--- config.mk ---
export PLATFORM = sky130hd
export DESIGN_NAME = pt_check
export DESIGN_NICKNAME = d
export VERILOG_FILES = /design/src/rtl/pt_check.sv
export SDC_FILE = /design/constraint.sdc
export NUM_CORES = 1
export LEC_CHECK = 0
export ABC_AREA = 0
export CORE_MARGIN = 3
export CORE_UTILIZATION = 23
export DETAILED_ROUTE_END_ITERATION = 6
export GPL_TIMING_DRIVEN = 0
export PLACE_DENSITY = 0.53
export REMOVE_ABC_BUFFERS = 1
export SYNTH_ARGS = -nofsm -noshare
export SYNTH_HDL_FRONTEND = slang
export SYNTH_SLANG_ARGS = --single-unit
--- constraint.sdc ---
create_clock -name clk -period 3.15 [get_ports clk]
set_input_delay 0.945 -clock clk [delete_from_list [all_inputs] [get_ports clk]]
set_output_delay 0.945 -clock clk [all_outputs]
set_load 0.01 [all_outputs]
--- src/rtl/pt_check.sv ---
// pt_check: scans decrypted plaintext bytes 1..len and reports whether all are printable ASCII
module pt_check #(
  parameter logic [7:0] LO_CHAR = 8'h20,
  parameter logic [7:0] HI_CHAR = 8'h7E
) (
  input  logic       clk,
  input  logic       rst,
  input  logic       en,
  output logic       rdy,
  input  logic [7:0] msg_length,
  output logic [7:0] pt_addr,
  input  logic [7:0] pt_rddata,
  output logic       done,
  output logic       valid,
  output logic [7:0] bad_addr
);
  typedef enum logic [1:0] {IDLE, SCAN, FIN} state_e;
  state_e state_q, state_d;
  logic [7:0] len_q, len_d, addr_q, addr_d, cmp_q, cmp_d, bad_q, bad_d;
  logic valid_q, valid_d;
  logic start, cmp_en, bad, last;
  assign start  = state_q == IDLE && en;
  assign cmp_en = state_q == SCAN && cmp_q != 8'd0;
  assign bad    = cmp_en && (pt_rddata < LO_CHAR || pt_rddata > HI_CHAR);
  assign last   = cmp_en && !bad && cmp_q == len_q;
  // state register
  always_ff @(posedge clk)
    state_q <= rst ? IDLE : state_d;
  // next-state: abort on first bad byte, finish after the last good one
  always_comb begin
    state_d = state_q;
    case (state_q)
      IDLE:    state_d = start ? (msg_length == 8'd0 ? FIN : SCAN) : IDLE;
      SCAN:    state_d = (bad || last) ? FIN : SCAN;
      default: state_d = IDLE;
    endcase
  end
  // outputs decoded from state
  always_comb begin
    rdy  = state_q == IDLE;
    done = state_q == FIN;
  end
  // datapath: cmp_q names the byte whose read data is on pt_rddata (0 = none yet)
  always_comb begin
    len_d   = start ? msg_length : len_q;
    cmp_d   = start ? 8'd0 : state_q == SCAN ? cmp_q + 8'd1 : cmp_q;
    addr_d  = start ? 8'd1 :
              (state_q == SCAN && addr_q != len_q && !bad) ? addr_q + 8'd1 : addr_q;
    valid_d = start ? msg_length == 8'd0 : last ? 1'b1 : valid_q;
    bad_d   = start ? 8'd0 : bad ? cmp_q : bad_q;
  end
  // datapath registers
  always_ff @(posedge clk) begin
    if (rst) begin
      len_q   <= 8'd0;
      cmp_q   <= 8'd0;
      addr_q  <= 8'd0;
      valid_q <= 1'b0;
      bad_q   <= 8'd0;
    end else begin
      len_q   <= len_d;
      cmp_q   <= cmp_d;
      addr_q  <= addr_d;
      valid_q <= valid_d;
      bad_q   <= bad_d;
    end
  end
  assign pt_addr  = addr_q;
  assign valid    = valid_q;
  assign bad_addr = bad_q;
endmodule

==> impl_metrics.tcl <==
set metrics [dict create \
    status "complete, no violations" \
    worstHoldStart "bad_addr[1]$_SDFFE_PP0P_" \
    maxCapViolations 0 \
    whs_ns 0.4581 \
    vias 1525 \
    min_delay_path_depth 2 \
    rr_worst_depth 7 \
    crit_family "simple AND/OR/NAND/NOR gates" \
    startpoint_type "input pin" \
    min_path_type "reg -> reg" \
    peakVddDrop_uv 147.7 \
    tightest_slew_ns 0.8300 \
    n_antenna_cell 0 \
    cts.sinks 35 \
    grt-ovfl-total 0 \
    path_buf_inv 1 \
    synth_area_per_cell_sq_um 8.270 \
    ys.flop_type "dfxtp_1" \
    io_buffers 37 \
    pin_count 38 \
    grt.total_usage_pct 10.22 \
    vias_per_cell 4.433 \
    antenna_found_initial 0 \
    r2r_start "cmp_q[0]$_SDFFE_PP0N_" \
    yosysWarnings 0 \
    fillers 828 \
    fmax_mhz 363.5 \
    final_nets 266 \
    dieArea_sq_um 8629 \
    netlist_instances 210 \
    synth_area_sq_um 1737 \
    core-area_sq_um 7292 \
    synth.ff_latch_count 35 \
    required_ns 3.34 \
    dp_hpwl_um 3092 \
    reg2reg_setup_slack_ns 0.60 \
    drive_above_1_share_pct 7.755 \
    cts_setup_buffers 0 \
    place_inst 336 \
    drt_wl_total_um 4215 \
    die_width_um 92.90 \
    h-tree-depth 2 \
    critPathKind "in -> reg" \
    finalCritPeriodShare_pct 87.34 \
    setup_viol 0 \
    wl_per_cell_um 12.25 \
    start_util_pct 23.82 \
    cp_slowest_cell "nor3b_2" \
    slew_violations 0 \
    grt_first_pass_wirelength_um 6989 \
    powerDensity_nw_per_um2 424.5 \
    cts_buffer_depth 2 \
    slew_headroom_pct 44.42 \
    rsz0062_at_grt "false" \
    drcViolationCount 0 \
    critPathMaxFanout 20 \
    postRouteAntennaNets 0 \
    syn_to_final_growth_pct 30.76 \
    finalNonFillerCells 344 \
    endpoint_kind "flip-flop" \
    seq_area_frac_synth_pct 40.35 \
    total_leakage_power_nw 0.8343 \
    drtIter0Drc 43 \
    gp_congestion 0.7383 \
    synth_enable_flop_cells 0 \
    arrival_ns 2.94 \
    grt_max_degree 21 \
    root_buffer "clkbuf_8" \
    die_y_um 92.90 \
    clock-skew-final_ns 0.008100 \
    hold_violations 0 \
    max_stage_delay_ns 0.69 \
    reg2reg_to "pt_addr[2]$_SDFFE_PP0P_" \
    path_cells "clkdlybuf4s50_1 -> nor3b_2 -> or2_2 -> nor2_1 -> a31o_2" \
    async_reset_ff_share_pct 0 \
    worstSkewPairLatency_ns 0.29 \
    cts_tree "done" \
    clk_pin_slew_ns 0.07 \
    num_rows 31 \
    ys_types 33 \
    firstDrtPassIters 4 \
    grt_pass1_vias 1431 \
    fin_crit_ns 2.751 \
    cts_made_buffers 5 \
    worstHoldEndpoint "bad_addr[1]$_SDFFE_PP0P_" \
]
## cells in the mapped netlist (all sizes together) (4+ instances only)
cell / n / area share, %
nand2: 39 / 8.4
dfxtp: 35 / 40
a21oi: 23 / 6.6
nor2: 15 / 3.2
xnor2: 12 / 6.1
nand3: 11 / 3.2
xor2: 11 / 5.5
clkbuf: 8 / 1.7
nand4: 7 / 3.4
and3: 6 / 2.3
a31o: 5 / 2.5
inv: 5 / 1.1
nor4: 4 / 1.4
## metal layers
metal,routed length [um],GRT usage [%],up-vias
li1,-,-,788
met1,2004,12.78,708
met2,1945,16.20,24
met3,199,3.331,5
met4,66,4.029,0
met5,0,0,-
## cells by family (layout without fill, tap and decap cells)
logic type / Yosys count / count (layout) / synth area share, %
and+or+nand+nor: 97 / 97 / 27.74
AOI/OAI and AO/OA: 35 / 35 / 12.90
DFF: 35 / 35 / 40.35
xor gates and xnor gates: 23 / 23 / 11.60
buffers and inverters: 15 / 50 / 4.107
adders and majority gates: 3 / 3 / 2.162
muxes: 2 / 2 / 1.153
## state kept, by name, indices dropped and copies added, names as in the netlist
name      count
state_q       2
len_q         8
pt_addr       8
bad_addr      8
cmp_q         8
valid         1
## stage by stage
| stage | instance area (sq um) | setup TNS, ns | setup WS (ns) | util, % | total power [mW] |
|---|---|---|---|---|---|
| final | 2271 | 0 | 0.3987 | 31.14 | 0.9640 |
| after global routing | 2271 | 0 | 0.2099 | 31.14 | 1.015 |
| after CTS | 2265 | 0 | 0.1990 | 31.06 | 0.9737 |
| after detailed placement | 2183 | -1.214 | -0.1077 | 29.94 | 0.6550 |
| after global placement | 2178 | -7.001 | -0.5233 | 29.87 | 0.6539 |
| after floorplan | 1684 | 0 | 0.6164 | - | 0.5840 |
## what timing repair did
action | 4_1_cts | 5_1_grt
hold buffers | 0 | 0
gates resized for setup | 0 | 1
setup endpoints to repair | 0 | 11
## how the worst max path moves through the flow
stage / startpoint / to / cells after the start
after global routing: en / pt_addr[2]$_SDFFE_PP0P_ / 5
after global placement: en / pt_addr[2]$_SDFFE_PP0P_ / 5
after CTS: pt_rddata[0] / pt_addr[6]$_SDFFE_PP0P_ / 6
after detailed placement: pt_rddata[0] / pt_addr[2]$_SDFFE_PP0P_ / 6
final: en / pt_addr[2]$_SDFFE_PP0P_ / 5
after floorplan: en / pt_addr[3]$_SDFFE_PP0P_ / 4
## worst register-to-register path, stage by stage (launching register included)
cell and delay, ns:
dfxtp_1 0.38, inv_1 0.10, ha_1 0.14, or4b_1 0.45
o21a_1 0.35, a221oi_4 0.65, a21oi_1 0.15, a31o_2 0.23
## cell type report
| type | instances | area [sq um] | area share [%] |
|---|---|---|---|
| Inverter | 5 | 18.77 | 0.8264 |
| Sequential cell | 35 | 700.7 | 30.85 |
| Tap cell | 99 | 123.9 | 5.455 |
| Clock buffer | 7 | 76.32 | 3.361 |
| Clock inverter | 1 | 5.005 | 0.2204 |
| Multi-Input combinational cell | 160 | 975.9 | 42.98 |
| Timing Repair Buffer | 37 | 370.4 | 16.31 |
## power breakdown
part | switching (mW) | leakage [nW] | total (mW) | internal [mW]
sequential | 0.0213 | 0.284 | 0.480 | 0.458
combinational | 0.0900 | 0.508 | 0.164 | 0.0743
clock | 0.165 | 0.0422 | 0.320 | 0.155
total | 0.276 | 0.834 | 0.964 | 0.688
## cells in the final DEF (no fill, tap or decap)
master,instances
a21boi_0,1
a21oi_1,23
a221oi_4,1
a31o_2,5
and2_1,2
and3_1,4
and3_2,2
clkbuf_1,2
clkbuf_8,5
clkdlybuf4s50_1,37
clkinv_2,1
dfxtp_1,35
ha_1,3
inv_1,5
mux2i_1,2
nand2_1,39
nand2b_1,1
nand3_1,11
nand4_1,6
nand4_4,1
nor2_1,15
nor2b_1,2
nor3_1,2
nor3b_2,1
nor4_1,4
o21a_1,1
o21ai_0,3
o221ai_2,1
or2_2,1
or3_1,2
or3_2,1
or4_1,2
or4b_1,1
xnor2_1,12
xor2_1,11
Power figures use the tool's default switching activity.
==> patch 1, RTL diff (same flow settings) <==
The 3 states of `state_e` get a one-hot encoding in 3 bits.
--- a/src/rtl/pt_check.sv
+++ b/src/rtl/pt_check.sv
@@ -15,5 +15,5 @@
   output logic [7:0] bad_addr
 );
-  typedef enum logic [1:0] {IDLE, SCAN, FIN} state_e;
+  typedef enum logic [2:0] {IDLE = 3'b001, SCAN = 3'b010, FIN = 3'b100} state_e;
   state_e state_q, state_d;
   logic [7:0] len_q, len_d, addr_q, addr_d, cmp_q, cmp_d, bad_q, bad_d;
Formal check against the unedited RTL: same outputs for any inputs over 10 cycles, from zero or initial values and one cycle with rst high; not proved beyond that.
==> patch 1 against the unedited design <==
Routed wire length fell by 1.3%; sequential cell count rose by 1; setup slack lost 140 ps; die area up 0.27%; clock skew down 3.9 ps; largest cell class unchanged; area after synthesis rose by 0.29%; combinational power down 37%; clock power is 2% lower; utilization grew 0.14 points; power fell by 7.0%; design area increased by 0.44%; global-route usage shrank 0.14 points; critical path depth up 1.
==> patch 1: results (changes against the unedited design) <==
synth_cell_types: 35  # +6.1%
synthAdderAreaFrac: 0.0216  # -0.0000621
post_cts_resize_count: 0  # unchanged
clockBufferDepth: 2  # unchanged
wl_um: 4160  # -1.3%
antenna_found_initial: 0  # unchanged
p_leak_nw: 0.715  # -14%
firstDrtPassIters: 4  # unchanged
cts_root_buf: "clkbuf_8"
slew_headroom: 0.355  # -0.0893
fin_nets: 265  # -0.38%
portBuffers: 37  # unchanged
grt_first_pass_wirelength_um: 7070  # +1.1%
async_reset_ff_frac: 0  # unchanged
seq_area_frac_synth: 0.414  # +0.0103
viasPerCell: 4.63  # +4.4%
post-place-ws_ps: -31.2  # +76.5 ps
cts_made_buffers: 5  # unchanged
fin_skew_ps: 4.19  # -3.91 ps
initialDrtViolationCount: 118  # +170%
grt_pass1_vias: 1472  # +2.9%
fill_cells: 802  # -3.1%
dp_hpwl_um: 3090  # about the same
grt_max_degree: 22  # +4.8%
clk_latency_ps: 290  # about the same
post_cts.repair.setup_buffers: 0  # unchanged
drtAntennaViolNets: 0  # unchanged
crit_fanout: 18  # -10%
grtUsageTotal: 0.101  # -0.00137
status: "finished clean"
crit_path_max_incr_delay_ps: 590  # -100 ps
path_clk_slew_ps: 70  # about the same
max-vdd-ir-drop_mv: 0.177  # +20%
rr_startpoint: "state_q[1]"
critical_path.startpoint: "pt_rddata[0]"
diodes: 0  # unchanged
synth_commonest_cells: "nand2_1 (42), dfxtp_1 (36), a21oi_1 (22), xnor2_1 (19), nor2_1 (14)"
post_dp_cell_area_mm2: 0.00220  # +0.75%
synth_compound_area_frac: 0.174  # +0.0449
place.gp.congestion: 0.752  # +1.9%
synth_mux_area_frac: 0  # -0.0115
yosys-top-cells-area: "dfxtp_1 (41%), xnor2_1 (9.6%), nand2_1 (9.1%), a21oi_1 (6.3%), nor2_1 (3.0%)"
crit_path_top_delay_cell: "a41oi_1"
syn_inst: 210  # unchanged
hold_path.class: "reg -> reg"
h-tree-depth: 2  # unchanged
worstHoldStart: "bad_addr[7]"
cp-start-kind: "input pin"
drive_above_1_share: 0.0494  # -0.0282
yosysWarnings: 0  # unchanged
ys.flop_type: "dfxtp_1"
final_cells: 342  # -0.58%
synth_xor_area_frac: 0.116  # -0.000333
crit_family: "simple AND/OR/NAND/NOR gates"
[patch 1: changes by cell type after synthesis, sizes merged, moves of 5 or more]
cell	change
nand3	-8
xnor2	+7
xor2	-7
o31ai	+6
or4	+5
[patch 1: power breakdown]
part,switching [mW],internal (mW)
Sequential,0.0149,0.467
Combinational,0.0498,0.0530
Clock,0.163,0.150
Total,0.228,0.669
[patch 1: final timing paths]
kind | end | slack [ps] | depth (start not counted)
worst max-delay path | pt_addr[3] | 260 | 6
worst min-delay path | bad_addr[7] | 450 | 2
worst max register to register | pt_addr[6] | 610 | 4
worst min register to register | bad_addr[7] | 450 | 2
[patch 1: area by class of cell]
type | count | area [um^2] | area share
Clock buffer | 5 | 68.8 | 0.0302
Clock inverter | 2 | 12.5 | 0.00549
Inverter | 3 | 11.3 | 0.00494
Multi-Input combinational cell | 160 | 973 | 0.427
Sequential cell | 36 | 721 | 0.316
Tap cell | 99 | 124 | 0.0543
Timing Repair Buffer | 37 | 370 | 0.162
[patch 1: worst min-delay path: cells and delay by family (launching register included)]
kind / cells / cell delay, ps
AND/OR/NAND/NOR: 1 / 50
flip-flops: 1 / 310
AO/OA/AOI/OAI: 1 / 50
[patch 1: logic make-up after synthesis]
family / after synthesis
adder cells (fa/ha/maj): 3
buffers and inverters: 14
flip-flops: 36
AO/OA/AOI/OAI: 46
AND/OR/NAND/NOR: 88
XOR/XNOR: 23
[patch 1: stage by stage]
step	total power, mW	util
5_1_grt	0.937	0.313
4_1_cts	0.905	0.313
6_report	0.897	0.313
3_5_place_dp	0.595	0.302
2_1_floorplan	0.544	-
3_3_place_gp	0.594	0.301
[patch 1: layer usage]
layer  vias up  global-route usage  part of all wire
met4         0              0.0354             0.012
met2        44               0.148              0.44
met1       734               0.137              0.47
met5         -                   0                 0
met3         5              0.0338             0.083
li1        800                   -                 -
==> patch 2, RTL diff (same settings) <==
Made on the original files. Change the parameter `HI_CHAR` from 8'h7E to 8'h5E.
--- a/src/rtl/pt_check.sv
+++ b/src/rtl/pt_check.sv
@@ -2,5 +2,5 @@
 module pt_check #(
   parameter logic [7:0] LO_CHAR = 8'h20,
-  parameter logic [7:0] HI_CHAR = 8'h7E
+  parameter logic [7:0] HI_CHAR = 8'h5E
 ) (
   input  logic       clk,
Formal check against the unedited RTL: not equivalent (a bounded check fails within 4 cycles, from zero or initial values and one cycle with rst high).
==> patch 2 against the unedited design <==
Register-to-register slack gained 350 ps; routed wire length decreased by 1.7%; global-route usage barely moved; sequential cell count unchanged; setup slack worse by 64 ps; critical path depth rose by 1; count of clock-buffer cells in the layout is 1 higher; via count decreased by 0.59%; fmax is 2.3% lower; area after synthesis down 1.9%; critical endpoint is now bad_addr[1]; utilization grew 1.4 points; power up 0.90%; design area about the same.
==> patch 2: results (changes against the unedited design) <==
firstDrtPassIters: 4  # unchanged
cts_made_buffers: 5  # unchanged
post_cts.repair.setup_buffers: 0  # unchanged
slew_headroom: 0.299  # -0.145
max-vdd-ir-drop_mv: 0.132  # -11%
diodes: 0  # unchanged
portBuffers: 37  # unchanged
post_dp_cell_area_mm2: 0.00217  # -0.52%
place.gp.congestion: 0.775  # +5.0%
async_reset_ff_frac: 0  # unchanged
synth_commonest_cells: "nand2_1 (42), dfxtp_1 (35), a21oi_1 (22), nor2_1 (14)"
wl_um: 4150  # -1.7%
cts_root_buf: "clkbuf_8"
grt_first_pass_wirelength_um: 7070  # +1.2%
fin_nets: 264  # -0.75%
crit_fanout: 12  # -40%
grtUsageTotal: 0.102  # -0.000302
synth_cell_types: 30  # -9.1%
post_cts_resize_count: 0  # unchanged
drive_above_1_share: 0.0535  # -0.0241
clk_latency_ps: 290  # about the same
yosysWarnings: 0  # unchanged
fin_skew_ps: 6.61  # -1.49 ps
clockBufferDepth: 2  # unchanged
grt_max_degree: 20  # -4.8%
ys.flop_type: "dfxtp_1"
p_leak_nw: 0.860  # +3.0%
hold_path.class: "reg -> reg"
dr_total_vias: 1516  # -0.59%
dp_hpwl_um: 3100  # +0.12%
antenna_found_initial: 0  # unchanged
grt_pass1_vias: 1503  # +5.0%
crit_arrival_ps: 2980  # +40 ps
seq_area_frac_synth: 0.411  # +0.00770
path_clk_slew_ps: 70  # about the same
status: "finished clean"
yosys-top-cells-area: "dfxtp_1 (41%), nand2_1 (9.3%), a21oi_1 (6.5%), xnor2_1 (6.2%), xor2_1 (6.2%)"
initialDrtViolationCount: 50  # +16%
h-tree-depth: 2  # unchanged
-- patch 2: final timing paths --
check,cells after the start,slack (ps),to,startpoint
min,2,460,bad_addr[0],bad_addr[0]
max,6,330,bad_addr[1],pt_rddata[6]
max reg2reg,7,950,bad_addr[1],cmp_q[0]
min reg2reg,2,460,bad_addr[0],bad_addr[0]
-- patch 2: kinds of logic (layout without fill, tap and decap cells) --
family / after synthesis / count (layout) / share of synthesized area
buffers and inverters: 10 / 48 / 0.0228
AND/OR/NAND/NOR: 99 / 99 / 0.285
flip-flops: 35 / 35 / 0.411
adder cells (fa/ha/maj): 3 / 3 / 0.0220
multiplexers: 5 / 5 / 0.0294
XOR/XNOR: 24 / 24 / 0.123
AO/OA/AOI/OAI: 29 / 29 / 0.106
-- patch 2: layer usage --
| layer | vias to the layer above | global-route usage | part of all wire |
|---|---|---|---|
| met5 | - | 0 | 0 |
| met1 | 701 | 0.116 | 0.46 |
| li1 | 779 | - | - |
| met2 | 30 | 0.177 | 0.48 |
| met4 | 0 | 0.0421 | 0.016 |
| met3 | 6 | 0.0295 | 0.042 |
-- patch 2: final cells by class --
class | count | area, um^2
timing repair buffer | 37 | 370
clock buffer | 8 | 100
inverter | 3 | 11.3
multi-input combinational | 160 | 970
tap | 96 | 120
sequential | 35 | 701
fill | 786 | 4710
-- patch 2: worst max-delay path: stages --
cell	delay [ps]
clkdlybuf4s50_1	490
nand2_1	60
o211ai_1	830
nand2_1	400
nand2_1	170
a21oi_1	70
-- patch 2: stage by stage --
stage | setup TNS, ps | total power, mW | setup slack, ps | cells
finish | 0 | 0.973 | 335 | 339
global route | 0 | 1.02 | 149 | 339
CTS | 0 | 0.993 | 312 | 339
detailed placement | 0 | 0.628 | 6.14 | 331
global placement | -11690 | 0.626 | -693 | 331
floorplan | 0 | 0.564 | 547 | 198
-- patch 2: where the power goes --
group / total (mW) / internal (mW) / switching (mW)
combinational: 0.140 / 0.0676 / 0.0725
sequential: 0.476 / 0.456 / 0.0204
clock: 0.356 / 0.200 / 0.157
